===== src/rtl/audio_rom_arbiter.sv =====
// audio_rom_arbiter
// Shares one 16-bit SDRAM read channel between theme playback (word reads),
// K007232 PCM (byte reads) and uPD7759 ADPCM (byte reads). One transaction at
// a time, fixed priority th > pcm > adp, each client mapped into its own SDRAM
// region. No new grants are made while a ROM download is in progress.
// Optional build macro AUDIO_ARB_WORDCACHE_EN adds a one-word cache each for
// pcm and adp so that a repeated read of the same word skips the SDRAM.
module audio_rom_arbiter #(
  parameter logic [21:0] THEME_BASE = 22'h000000,
  parameter logic [21:0] PCM_BASE   = 22'h040000,
  parameter logic [21:0] ADP_BASE   = 22'h050000,
  parameter logic [7:0]  TIMEOUT    = 8'd255
) (
  input  logic        clk_sys,
  input  logic        nRESET,
  input  logic        ioctl_download,
  input  logic        th_req,
  input  logic [17:0] th_addr,
  output logic        th_ack,
  output logic [15:0] th_data,
  input  logic        pcm_req,
  input  logic [16:0] pcm_addr,
  output logic        pcm_ack,
  output logic [7:0]  pcm_data,
  input  logic        adp_req,
  input  logic [16:0] adp_addr,
  output logic        adp_ack,
  output logic [7:0]  adp_data,
  output logic        sd_req,
  output logic [21:0] sd_addr,
  input  logic        sd_ack,
  input  logic [15:0] sd_dout,
  output logic        timeout_err
);

  typedef enum logic [1:0] {IDLE, ISSUE, WAIT, DONE} state_e;
  typedef enum logic [1:0] {GNT_NONE, GNT_TH, GNT_PCM, GNT_ADP} grant_e;

  state_e      state_q;
  grant_e      grant_q, grant_d;
  logic        bsel_q, bsel_d;
  logic [21:0] sd_addr_q, addr_d;
  logic        sd_req_q;
  logic [7:0]  cnt_q;

  logic        th_ack_q, pcm_ack_q, adp_ack_q;
  logic [15:0] th_data_q;
  logic [7:0]  pcm_data_q, adp_data_q;
  logic        timeout_err_q;

  logic        hit_d;
  logic [15:0] hit_word_d;

  logic        fin_d, fin_to_d, fin_bsel_d;
  grant_e      fin_grant_d;
  logic [15:0] fin_word_d;

  // Even byte address is the high byte of the SDRAM word.
  function automatic logic [7:0] pick_byte(input logic [15:0] w, input logic sel);
    return sel ? w[7:0] : w[15:8];
  endfunction

  // Fixed-priority choice among the current requests and its SDRAM word address.
  always_comb begin
    // NOTE: every always_comb output gets a default first so no latch is inferred.
    grant_d = GNT_NONE;
    addr_d  = '0;
    bsel_d  = 1'b0;
    if (th_req) begin
      grant_d = GNT_TH;
      addr_d  = THEME_BASE + {4'd0, th_addr};
    end else if (pcm_req) begin
      grant_d = GNT_PCM;
      addr_d  = PCM_BASE + {6'd0, pcm_addr[16:1]};
      bsel_d  = pcm_addr[0];
    end else if (adp_req) begin
      grant_d = GNT_ADP;
      addr_d  = ADP_BASE + {6'd0, adp_addr[16:1]};
      bsel_d  = adp_addr[0];
    end
  end

`ifdef AUDIO_ARB_WORDCACHE_EN
  logic        pcm_val_q, adp_val_q;
  logic [15:0] pcm_tag_q, adp_tag_q, pcm_word_q, adp_word_q;

  // Hit lookup for the granted byte client against its one-word cache.
  always_comb begin
    hit_d      = 1'b0;
    hit_word_d = '0;
    if (grant_d == GNT_PCM && pcm_val_q && pcm_tag_q == pcm_addr[16:1]) begin
      hit_d      = 1'b1;
      hit_word_d = pcm_word_q;
    end else if (grant_d == GNT_ADP && adp_val_q && adp_tag_q == adp_addr[16:1]) begin
      hit_d      = 1'b1;
      hit_word_d = adp_word_q;
    end
  end

  // Valid bits: download invalidates every cycle and wins over a fill.
  always_ff @(posedge clk_sys or negedge nRESET) begin
    if (!nRESET) begin
      pcm_val_q <= 1'b0;
      adp_val_q <= 1'b0;
    end else if (ioctl_download) begin
      pcm_val_q <= 1'b0;
      adp_val_q <= 1'b0;
    end else if (state_q == WAIT && sd_ack) begin
      if (grant_q == GNT_PCM) pcm_val_q <= 1'b1;
      if (grant_q == GNT_ADP) adp_val_q <= 1'b1;
    end
  end

  // Tag and data storage, filled only by SDRAM replies (never by a timeout).
  // NOTE: storage behind a valid bit needs no reset; the valid bit guards it.
  // The tag is the word index, recovered from the latched address by removing the base.
  always_ff @(posedge clk_sys) begin
    if (state_q == WAIT && sd_ack) begin
      if (grant_q == GNT_PCM) begin
        pcm_tag_q  <= 16'(sd_addr_q - PCM_BASE);
        pcm_word_q <= sd_dout;
      end
      if (grant_q == GNT_ADP) begin
        adp_tag_q  <= 16'(sd_addr_q - ADP_BASE);
        adp_word_q <= sd_dout;
      end
    end
  end
`else
  assign hit_d      = 1'b0;
  assign hit_word_d = '0;
`endif

  // Transaction completion: cache hit from IDLE, SDRAM reply or timeout from WAIT.
  always_comb begin
    fin_d       = 1'b0;
    fin_to_d    = 1'b0;
    fin_grant_d = grant_q;
    fin_bsel_d  = bsel_q;
    fin_word_d  = sd_dout;
    case (state_q)
      IDLE: begin
        if (!ioctl_download && hit_d) begin
          fin_d       = 1'b1;
          fin_grant_d = grant_d;
          fin_bsel_d  = bsel_d;
          fin_word_d  = hit_word_d;
        end
      end
      WAIT: begin
        if (sd_ack) begin
          fin_d = 1'b1;
        end else if (cnt_q == TIMEOUT) begin
          fin_d      = 1'b1;
          fin_to_d   = 1'b1;
          fin_word_d = 16'hFFFF;
        end
      end
      default: ;
    endcase
  end

  // Sequencer: grant in IDLE, one-cycle SDRAM request, wait with timeout, ack.
  always_ff @(posedge clk_sys or negedge nRESET) begin
    // NOTE: registers update with non-blocking assignments so all see pre-edge values.
    if (!nRESET) begin
      state_q   <= IDLE;
      grant_q   <= GNT_NONE;
      bsel_q    <= 1'b0;
      sd_addr_q <= '0;
      sd_req_q  <= 1'b0;
      cnt_q     <= '0;
    end else begin
      sd_req_q <= 1'b0;
      case (state_q)
        IDLE: begin
          if (!ioctl_download && grant_d != GNT_NONE) begin
            grant_q   <= grant_d;
            bsel_q    <= bsel_d;
            sd_addr_q <= addr_d;
            if (hit_d) begin
              state_q <= DONE;
            end else begin
              sd_req_q <= 1'b1;
              state_q  <= ISSUE;
            end
          end
        end
        ISSUE: begin
          cnt_q   <= '0;
          state_q <= WAIT;
        end
        WAIT: begin
          if (fin_d) state_q <= DONE;
          else       cnt_q   <= cnt_q + 8'd1;
        end
        DONE:    state_q <= IDLE;
        default: state_q <= IDLE;
      endcase
    end
  end

  // Registered ack pulses, per-client data holding registers and sticky timeout flag.
  always_ff @(posedge clk_sys or negedge nRESET) begin
    if (!nRESET) begin
      th_ack_q      <= 1'b0;
      pcm_ack_q     <= 1'b0;
      adp_ack_q     <= 1'b0;
      th_data_q     <= '0;
      pcm_data_q    <= '0;
      adp_data_q    <= '0;
      timeout_err_q <= 1'b0;
    end else begin
      th_ack_q  <= fin_d && fin_grant_d == GNT_TH;
      pcm_ack_q <= fin_d && fin_grant_d == GNT_PCM;
      adp_ack_q <= fin_d && fin_grant_d == GNT_ADP;
      if (fin_d) begin
        case (fin_grant_d)
          GNT_TH:  th_data_q  <= fin_word_d;
          GNT_PCM: pcm_data_q <= pick_byte(fin_word_d, fin_bsel_d);
          GNT_ADP: adp_data_q <= pick_byte(fin_word_d, fin_bsel_d);
          default: ;
        endcase
      end
      if (fin_to_d) timeout_err_q <= 1'b1;
    end
  end

  assign th_ack      = th_ack_q;
  assign th_data     = th_data_q;
  assign pcm_ack     = pcm_ack_q;
  assign pcm_data    = pcm_data_q;
  assign adp_ack     = adp_ack_q;
  assign adp_data    = adp_data_q;
  assign sd_req      = sd_req_q;
  assign sd_addr     = sd_addr_q;
  assign timeout_err = timeout_err_q;

endmodule


===== config.mk =====
export PLATFORM = sky130hd
export DESIGN_NAME = audio_rom_arbiter
export DESIGN_NICKNAME = d
export VERILOG_FILES = /design/src/rtl/audio_rom_arbiter.sv
export SDC_FILE = /design/constraint.sdc
export NUM_CORES = 1
export LEC_CHECK = 0
export CORE_MARGIN = 2
export CORE_UTILIZATION = 60
export CTS_BUF_LIST = sky130_fd_sc_hd__clkbuf_16
export CTS_CLUSTER_DIAMETER = 150
export DETAILED_ROUTE_END_ITERATION = 10
export DONT_BUFFER_PORTS = 1
export HOLD_SLACK_MARGIN = 0.15
export PLACE_DENSITY_LB_ADDON = 0.05
export SLEW_MARGIN = 0
export SYNTH_ARGS = -nofsm -noshare
export SYNTH_HDL_FRONTEND = slang
export SYNTH_SLANG_ARGS = --single-unit

===== constraint.sdc =====
create_clock -name clk_sys -period 2.6 [get_ports clk_sys]
set_clock_uncertainty 0.2 [all_clocks]
set_input_delay 0.52 -clock clk_sys [delete_from_list [all_inputs] [get_ports clk_sys]]
set_output_delay 0.52 -clock clk_sys [all_outputs]
set_load 0.03 [all_outputs]

==> results.md, run 1 <==
- Root Driver: clkbuf_16
- Final slew viol count: 0
- Synth Warn #: 0
- CP max FO: 15
- Cell depth of the worst setup path: 6
- Ports: 134
- DRT Pass-1 Iters: 5
- Rows: 26
- # H-tree levels: 3
- Crit end category: register
- Cell area after synthesis: 3150 sq um
- Per-cell routed wire length: 19.3 microns
- Diodes inserted: 0
- Seq cells post-synth: 68
- Period minus WS final: 2.10 ns
- Clock Latency Late Sink: 0.32 ns
- Worst Hold Path Cells: 2
- Largest net degree at the start of global routing: 69
- WP buf/inv: 1
- Congestion Overflow GR: 0
- Die height: 76.4 microns
- DRC violations left: 0
- RSZ-0062 raised after global routing: false
- Seq/Total Area, Yosys: 54.1%
- Critical path data required time: 2.61 ns
- Dpl cells: 321
- Clock sink count: 68
- Post-synth EDFFs: 0
- GP Congestion: 0.799
- Pwr dens: 1360 nW/um^2
- Fin crit share: 80.9%
- R2R Setup Slk: 0.50 ns
- Max Cap Violations: 0
- R2R depth: 6
- Critical Path, Cell by Cell: inv_1 -> ha_1 -> nand2b_1 -> a21o_1 -> mux2_2 -> a21o_1
- Status: complete, no violations
- LEAKAGE: 0.00158 uW
- Mapped Cells: 266
- Synth cell types: 35
- Top_reg_cell synth: dfrtp_1
- Worst-Margin Slew: 0.599 ns
- CTS Buf Count: 9
- FF-to-FF End: cnt_q[5]$_DFFE_PN0P_
- Final Non-Filler Cells: 358
- ANT nets after route: 0
- Layout area overhead: 18.4%
- Initial drt markers: 73
- Critical path's top delay family: compound AO/OA/AOI/OAI gates
- Layout Nets: 362
- CTS Buffer Depth: 2
- Core Area: 5070 sq um
- Hold path endpoint: grant_q[0]$_DFFE_PN0P_
- Worst EP arrival: 2.12 ns
- Startpoint Class: register
- CP max stage delay: 0.39 ns
- WS Path Type: reg2reg
- Initial antenna violation count: 0
- Setup TNS: 0 ns
- Worst R2R Start: state_q[0]$_DFFE_PN0P_
- Post-DP HPWL: 4510 microns
- CP dominant cell by count: a21o_1
- Vias: 2183
- Layout cells sized above 1: 16.0%
- Power Total: 5050 uW
- Vias in the first global route: 2175
- Slew headroom: 59.9%
- Port bufs: 0
- Synth top area share: 54.1%
- Largest cells by area after synthesis: dfrtp_1 54%, mux2_2 6.8%, o22a_1 4.7%
- Global Route Usage Sum: 24.9%
- First-pass GRT wire length: 11400 microns
- Hold path startpoint: th_req
- Via density: 6.10
- CTS tree: built
- Average cell area after synthesis: 11.8 sq um
- Width of the die: 76.4 microns
- Final hold vios: 0
- Worst IR drop on VDD: 0.607 mV
- Final WL: 6910 microns
- Max Fclk: 0.475 GHz
- Total setup buffers inserted after CTS: 0
- Hold Path Class: in2reg
- Die area: 5840 sq um
- CP max stage cell: mux2_2
- Ys async rst share: 100%
- Setup violators final: 0
- Synth area leader: dfrtp_1
- Reg clk slew, reported paths: 0.06 ns
- Starting Density: 62.0%
[placed cells by master (no fill, tap or decap), drive strengths merged, types with 2 or more instances in the layout]
master / Yosys / routed
inv: 5 / 5
a2bb2oi: 16 / 16
mux2i: 10 / 10
nand2: 25 / 25
dfrtp: 68 / 68
a22oi: 17 / 17
o31ai: 3 / 3
clkinv: 0 / 4
o21a: 2 / 2
o211ai: 3 / 3
nor3b: 3 / 3
o22a: 17 / 17
and3: 2 / 2
mux2: 19 / 19
o21ai: 20 / 20
clkbuf: 6 / 9
nand2b: 2 / 2
dlygate4sd3: 0 / 20
a21o: 2 / 2
bufinv: 0 / 3
a21oi: 4 / 4
nor2: 6 / 6
nor3: 5 / 5
buf: 15 / 5
conb: 1 / 3
nand3: 6 / 6
ha: 4 / 4
[worst register-to-register path, stage by stage, from the launching register on]
cell,delay [ns]
dfrtp_1,0.35
inv_1,0.07
ha_1,0.28
nand2b_1,0.15
a21o_1,0.38
mux2_2,0.39
a21o_1,0.17
[per-layer routing]
layer | up-vias | track usage [%] | wire length (microns)
li1 | 1016 | - | -
met4 | 0 | 6.00 | 66
met5 | - | 0 | 0
met2 | 106 | 40.4 | 3410
met3 | 6 | 8.77 | 600
met1 | 1055 | 32.2 | 2830
[state kept, by name, indices dropped and copies added (netlist names)]
register	cells
state_q	2
timeout_err	1
th_data	16
sd_req	1
pcm_data	8
adp_ack	1
bsel_q	1
adp_data	8
pcm_ack	1
sd_addr	19
grant_q	1
th_ack	1
cnt_q	8
[cell families after synthesis]
group	share of synthesized area (%)
AO/OA/AOI/OAI	20.0
flip-flops	54.1
AND/OR/NAND/NOR	9.38
multiplexers	9.98
buffers and inverters	4.85
adder cells (fa/ha/maj)	1.59
other	0.119
[metrics by stage]
step | util, % | worst slack, ns | area (sq um) | hold WS [ns]
2_1_floorplan | - | 0.608 | 3160 | 0.0244
3_3_place_gp | 62.2 | 0.563 | 3160 | 0.0259
3_5_place_dp | 62.2 | 0.506 | 3160 | 0.0258
4_1_cts | 73.4 | 0.492 | 3730 | 0.174
5_1_grt | 73.4 | 0.336 | 3730 | 0.195
6_report | 73.4 | 0.496 | 3730 | 0.196
[where the power goes]
group          internal, uW  total, uW  leakage (uW)  switching (uW)
registers              1500       2700      0.000820            1200
logic                   571        985      0.000593             415
clock network           932       1370      0.000165             436
[how the worst max path moves through the flow]
stage	start	endpoint	slack, ns
finish	state_q[0]$_DFFE_PN0P_	cnt_q[5]$_DFFE_PN0P_	0.50
CTS	state_q[0]$_DFFE_PN0P_	cnt_q[5]$_DFFE_PN0P_	0.49
detailed placement	state_q[0]$_DFFE_PN0P_	cnt_q[5]$_DFFE_PN0P_	0.51
global route	cnt_q[0]$_DFFE_PN0P_	cnt_q[5]$_DFFE_PN0P_	0.34
floorplan	pcm_req	bsel_q$_DFFE_PN0P_	0.61
global placement	cnt_q[0]$_DFFE_PN0P_	cnt_q[5]$_DFFE_PN0P_	0.56
[final cells by class]
cell class | count | area (sq um)
Inverter | 5 | 18.8
Clock inverter | 7 | 115
Multi-Input combinational cell | 174 | 1310
Fill cell | 359 | 1350
Clock buffer | 9 | 225
Tap cell | 70 | 87.6
Sequential cell | 68 | 1700
Timing Repair Buffer | 25 | 270
[synthesized netlist by cell type (4+ instances only)]
cell type,count
a22oi_1,17
a2bb2oi_1,16
buf_2,4
buf_4,7
clkbuf_1,6
dfrtp_1,68
ha_1,4
inv_1,5
mux2_2,19
mux2i_1,10
nand2_1,25
nand3_1,6
nor2_1,6
o21ai_0,20
o22a_1,17
[what timing repair did]
item	CTS	global route
endpoints found under the hold margin	87	0
endpoints found under the setup margin	0	0
gates resized for setup	0	0
hold buffers	21	0
No activity file was read; power rests on OpenSTA's default activity.
==> inputs of run 2 (changes only) <==
--- a/config.mk
+++ b/config.mk
@@ -6,7 +6,7 @@
 export NUM_CORES = 1
 export LEC_CHECK = 0
 export CORE_MARGIN = 2
-export CORE_UTILIZATION = 60
+export CORE_UTILIZATION = 56
 export CTS_BUF_LIST = sky130_fd_sc_hd__clkbuf_16
 export CTS_CLUSTER_DIAMETER = 150
 export DETAILED_ROUTE_END_ITERATION = 10
==> constraint.sdc (replaced) <==
create_clock -name clk_sys -period 1.8 [get_ports clk_sys]
set_clock_uncertainty 0.2 [all_clocks]
set_input_delay 0.36 -clock clk_sys [delete_from_list [all_inputs] [get_ports clk_sys]]
set_output_delay 0.36 -clock clk_sys [all_outputs]
set_load 0.03 [all_outputs]
==> run 2 against run 1 <==
  * The run now ends with negative hold slack left
  * Via count up 11%
  * Hold slack worse by 0.67 ns
  * Count of clock-buffer cells in the layout unchanged
  * Combinational power up 110%
  * Sequential power up 44%
  * Utilization up 3.5 points
  * Largest cell class unchanged
==> results.md, run 2 (synthesis gave the netlist of run 1 again) <==
- Status: finished, violations left (was complete, no violations)
- Failing checks: negative hold slack
- Period minus WS final: 1.78 ns (was 2.10 ns)
- Pwr dens: 1800 nW/um^2 (was 1360 nW/um^2)
- CTS Buf Count: 9 (unchanged)
- CP max FO: 17 (was 15)
- Clock sink count: 68 (unchanged)
- Layout cells sized above 1: 24.8% (was 16.0%)
- Startpoint Class: register (unchanged)
- R2R depth: 6 (unchanged)
- RSZ-0062 raised after global routing: true (was false)
- Clock Latency Late Sink: 0.33 ns (was 0.32 ns)
- Critical path launch point: cnt_q[0]$_DFFE_PN0P_ (was state_q[0]$_DFFE_PN0P_)
- WS Path Type: reg2reg (unchanged)
- ANT nets after route: 0 (unchanged)
- CTS tree: built (unchanged)
- Final WL: 8310 microns (was 6910 microns)
- Via density: 5.94 (was 6.10)
- CTS Buffer Depth: 2 (unchanged)
- Rows: 27 (was 26)
- Per-cell routed wire length: 20.4 microns (was 19.3 microns)
- # H-tree levels: 3 (unchanged)
- Critical Path, Cell by Cell: ha_2 -> and4_4 -> a21oi_4 -> nor4bb_4 -> buf_12 -> o22a_1 (was inv_1 -> ha_1 -> nand2b_1 -> a21o_1 -> mux2_2 -> a21o_1)
- Congestion Overflow GR: 0 (unchanged)
- Initial antenna violation count: 0 (unchanged)
- Largest net degree at the start of global routing: 69 (unchanged)
- GP Congestion: 0.784 (was 0.799)
- Most common cell after layout, fill and taps aside: dfrtp_1 (unchanged)
- Slew headroom: 51.0% (was 59.9%)
- Worst-Margin Slew: 0.735 ns (was 0.599 ns)
- Setup WS post-layout: 0.0202 ns (was 0.496 ns)
- Layout area overhead: 33.7% (was 18.4%)
- Hold Path Class: in2async (was in2reg)
- Vias in the first global route: 2478 (was 2175)
- FF-to-FF End: th_data[6]$_DFFE_PN0P_ (was cnt_q[5]$_DFFE_PN0P_)
- Worst EP arrival: 1.85 ns (was 2.12 ns)
- Critical Path Sink: th_data[6]$_DFFE_PN0P_ (was cnt_q[5]$_DFFE_PN0P_)
- Die height: 79.0 microns (was 76.4 microns)
- Worst R2R Start: cnt_q[0]$_DFFE_PN0P_ (was state_q[0]$_DFFE_PN0P_)
- Diodes inserted: 0 (unchanged)
- Port bufs: 0 (unchanged)
- Root Driver: clkbuf_16 (unchanged)
- Starting Density: 57.5% (was 62.0%)
- Initial drt markers: 84 (was 73)
- Crit end category: register (unchanged)
- Setup violators final: 0 (unchanged)
- FILL cells: 347 (was 359)
- Die area: 6240 sq um (was 5840 sq um)
- R2R Setup Slk: 0.02 ns (was 0.50 ns)
- LEAKAGE: 0.00182 uW (was 0.00158 uW)
- Width of the die: 79.0 microns (was 76.4 microns)
- Final slew viol count: 0 (unchanged)
- Layout Nets: 409 (was 362)
- Core Area: 5470 sq um (was 5070 sq um)
- DRT Pass-1 Iters: 4 (was 5)
- First-pass GRT wire length: 12600 microns (was 11400 microns)
- Vias: 2418 (was 2183)
- Post-Place Worst Slack: -0.0322 ns (was 0.506 ns)
- Reg clk slew, reported paths: 0.06 ns (about the same)
- Final hold vios: 68 (was 0)
- CP max stage delay: 0.35 ns (was 0.39 ns)
- CP max stage cell: dfrtp_1 (was mux2_2)
- Worst IR drop on VDD: 0.996 mV (was 0.607 mV)
- Max Fclk: 0.562 GHz (was 0.475 GHz)
- Ports: 134 (unchanged)
- Post-DP HPWL: 4770 microns (was 4510 microns)
- DRC violations left: 0 (unchanged)
- Fin crit share: 98.9% (was 80.9%)
- Max Cap Violations: 0 (unchanged)
- Final Non-Filler Cells: 407 (was 358)
- Dpl cells: 339 (was 321)
- Critical path data required time: 1.87 ns (was 2.61 ns)
- Most frequent cells in the layout: 68 x dfrtp_1, 40 x dlygate4sd3_1, 25 x nand2_1, 24 x buf_4, 19 x o21ai_0 (was 68 x dfrtp_1, 25 x nand2_1, 20 x o21ai_0, 20 x dlygate4sd3_1, 19 x mux2_2)
- Largest register FFs: 19 (unchanged)
- WHS: -0.477 ns (was 0.196 ns)
- Global Route Usage Sum: 26.6% (was 24.9%)
## run 2: cell types whose count changed in the layout (fill, tap and decap cells not counted), sizes merged
cell          before  now
buf                5   29
dlygate4sd3       20   40
bufinv             3    0
clkbuf             9   11
clkinv             4    5
clkinvlp           0    1
dlymetal6s4s       0    1
inv                5    6
## run 2: metrics by stage
| step | cell area [sq um] | hold WS, ns | util [%] | total power [uW] | setup TNS, ns |
|---|---|---|---|---|---|
| floorplan | 3170 | -0.136 | - | 4970 | -0.117 |
| finish | 4210 | -0.477 | 76.9 | 7560 | 0 |
| detailed placement | 3290 | -0.134 | 60.2 | 5440 | -0.115 |
| CTS | 4060 | -0.479 | 74.2 | 7230 | -0.0131 |
| global placement | 3290 | -0.134 | 60.2 | 5350 | 0 |
| global route | 4210 | -0.486 | 76.9 | 7890 | -1.38 |
## run 2: worst min-delay path by stage
stage / from / to / slack [ns] / cells past startpoint
floorplan: nRESET / adp_ack$_DFF_PN0_ / -0.14 / 0
global placement: nRESET / cnt_q[2]$_DFFE_PN0P_ / -0.13 / 0
detailed placement: nRESET / cnt_q[2]$_DFFE_PN0P_ / -0.13 / 0
CTS: nRESET / adp_ack$_DFF_PN0_ / -0.48 / 0
global route: nRESET / sd_addr[2]$_DFFE_PN0P_ / -0.49 / 0
finish: nRESET / th_data[1]$_DFFE_PN0P_ / -0.48 / 0
## run 2: cell type report
type	instances	area, sq um	share of cell area, %
tap	72	90.1	2.14
clock buffer	9	225	5.35
clock inverter	7	52.6	1.25
sequential	68	1700	40.4
inverter	5	18.8	0.446
timing repair buffer	72	733	17.4
multi-input combinational	174	1390	32.9
## run 2: where the power goes
part / switching (uW) / internal [uW] / total, uW
Sequential: 1730 / 2170 / 3900
Clock: 679 / 938 / 1620
Combinational: 792 / 1250 / 2040
Total: 3210 / 4350 / 7560
## run 2: repair_timing
item | 4_1_cts | 5_1_grt
pin swaps | 1 | 2
cloned | 1 | 2
endpoints found under the setup margin | 20 | 39
hold buffers | 43 | 1
hold endpoints to repair | 121 | 70
gates resized for setup | 5 | 19
setup buffers | 3 | 5
## run 2: metal layers
| layer | up-vias | share of wire (%) | GRT usage, % |
|---|---|---|---|
| met2 | 101 | 52 | 45.0 |
| met1 | 1199 | 41 | 33.2 |
| li1 | 1111 | - | - |
| met4 | 0 | 0.83 | 9.83 |
| met3 | 7 | 5.8 | 6.25 |
| met5 | - | 0 | 0 |
## run 2: critical path, delay by kind of cell, from the launching register on
family          cells  cell delay (ns)
fa+ha+maj           1             0.18
compound gates      2             0.24
simple gates        2             0.57
buf+inv             1             0.19
flops               1             0.35
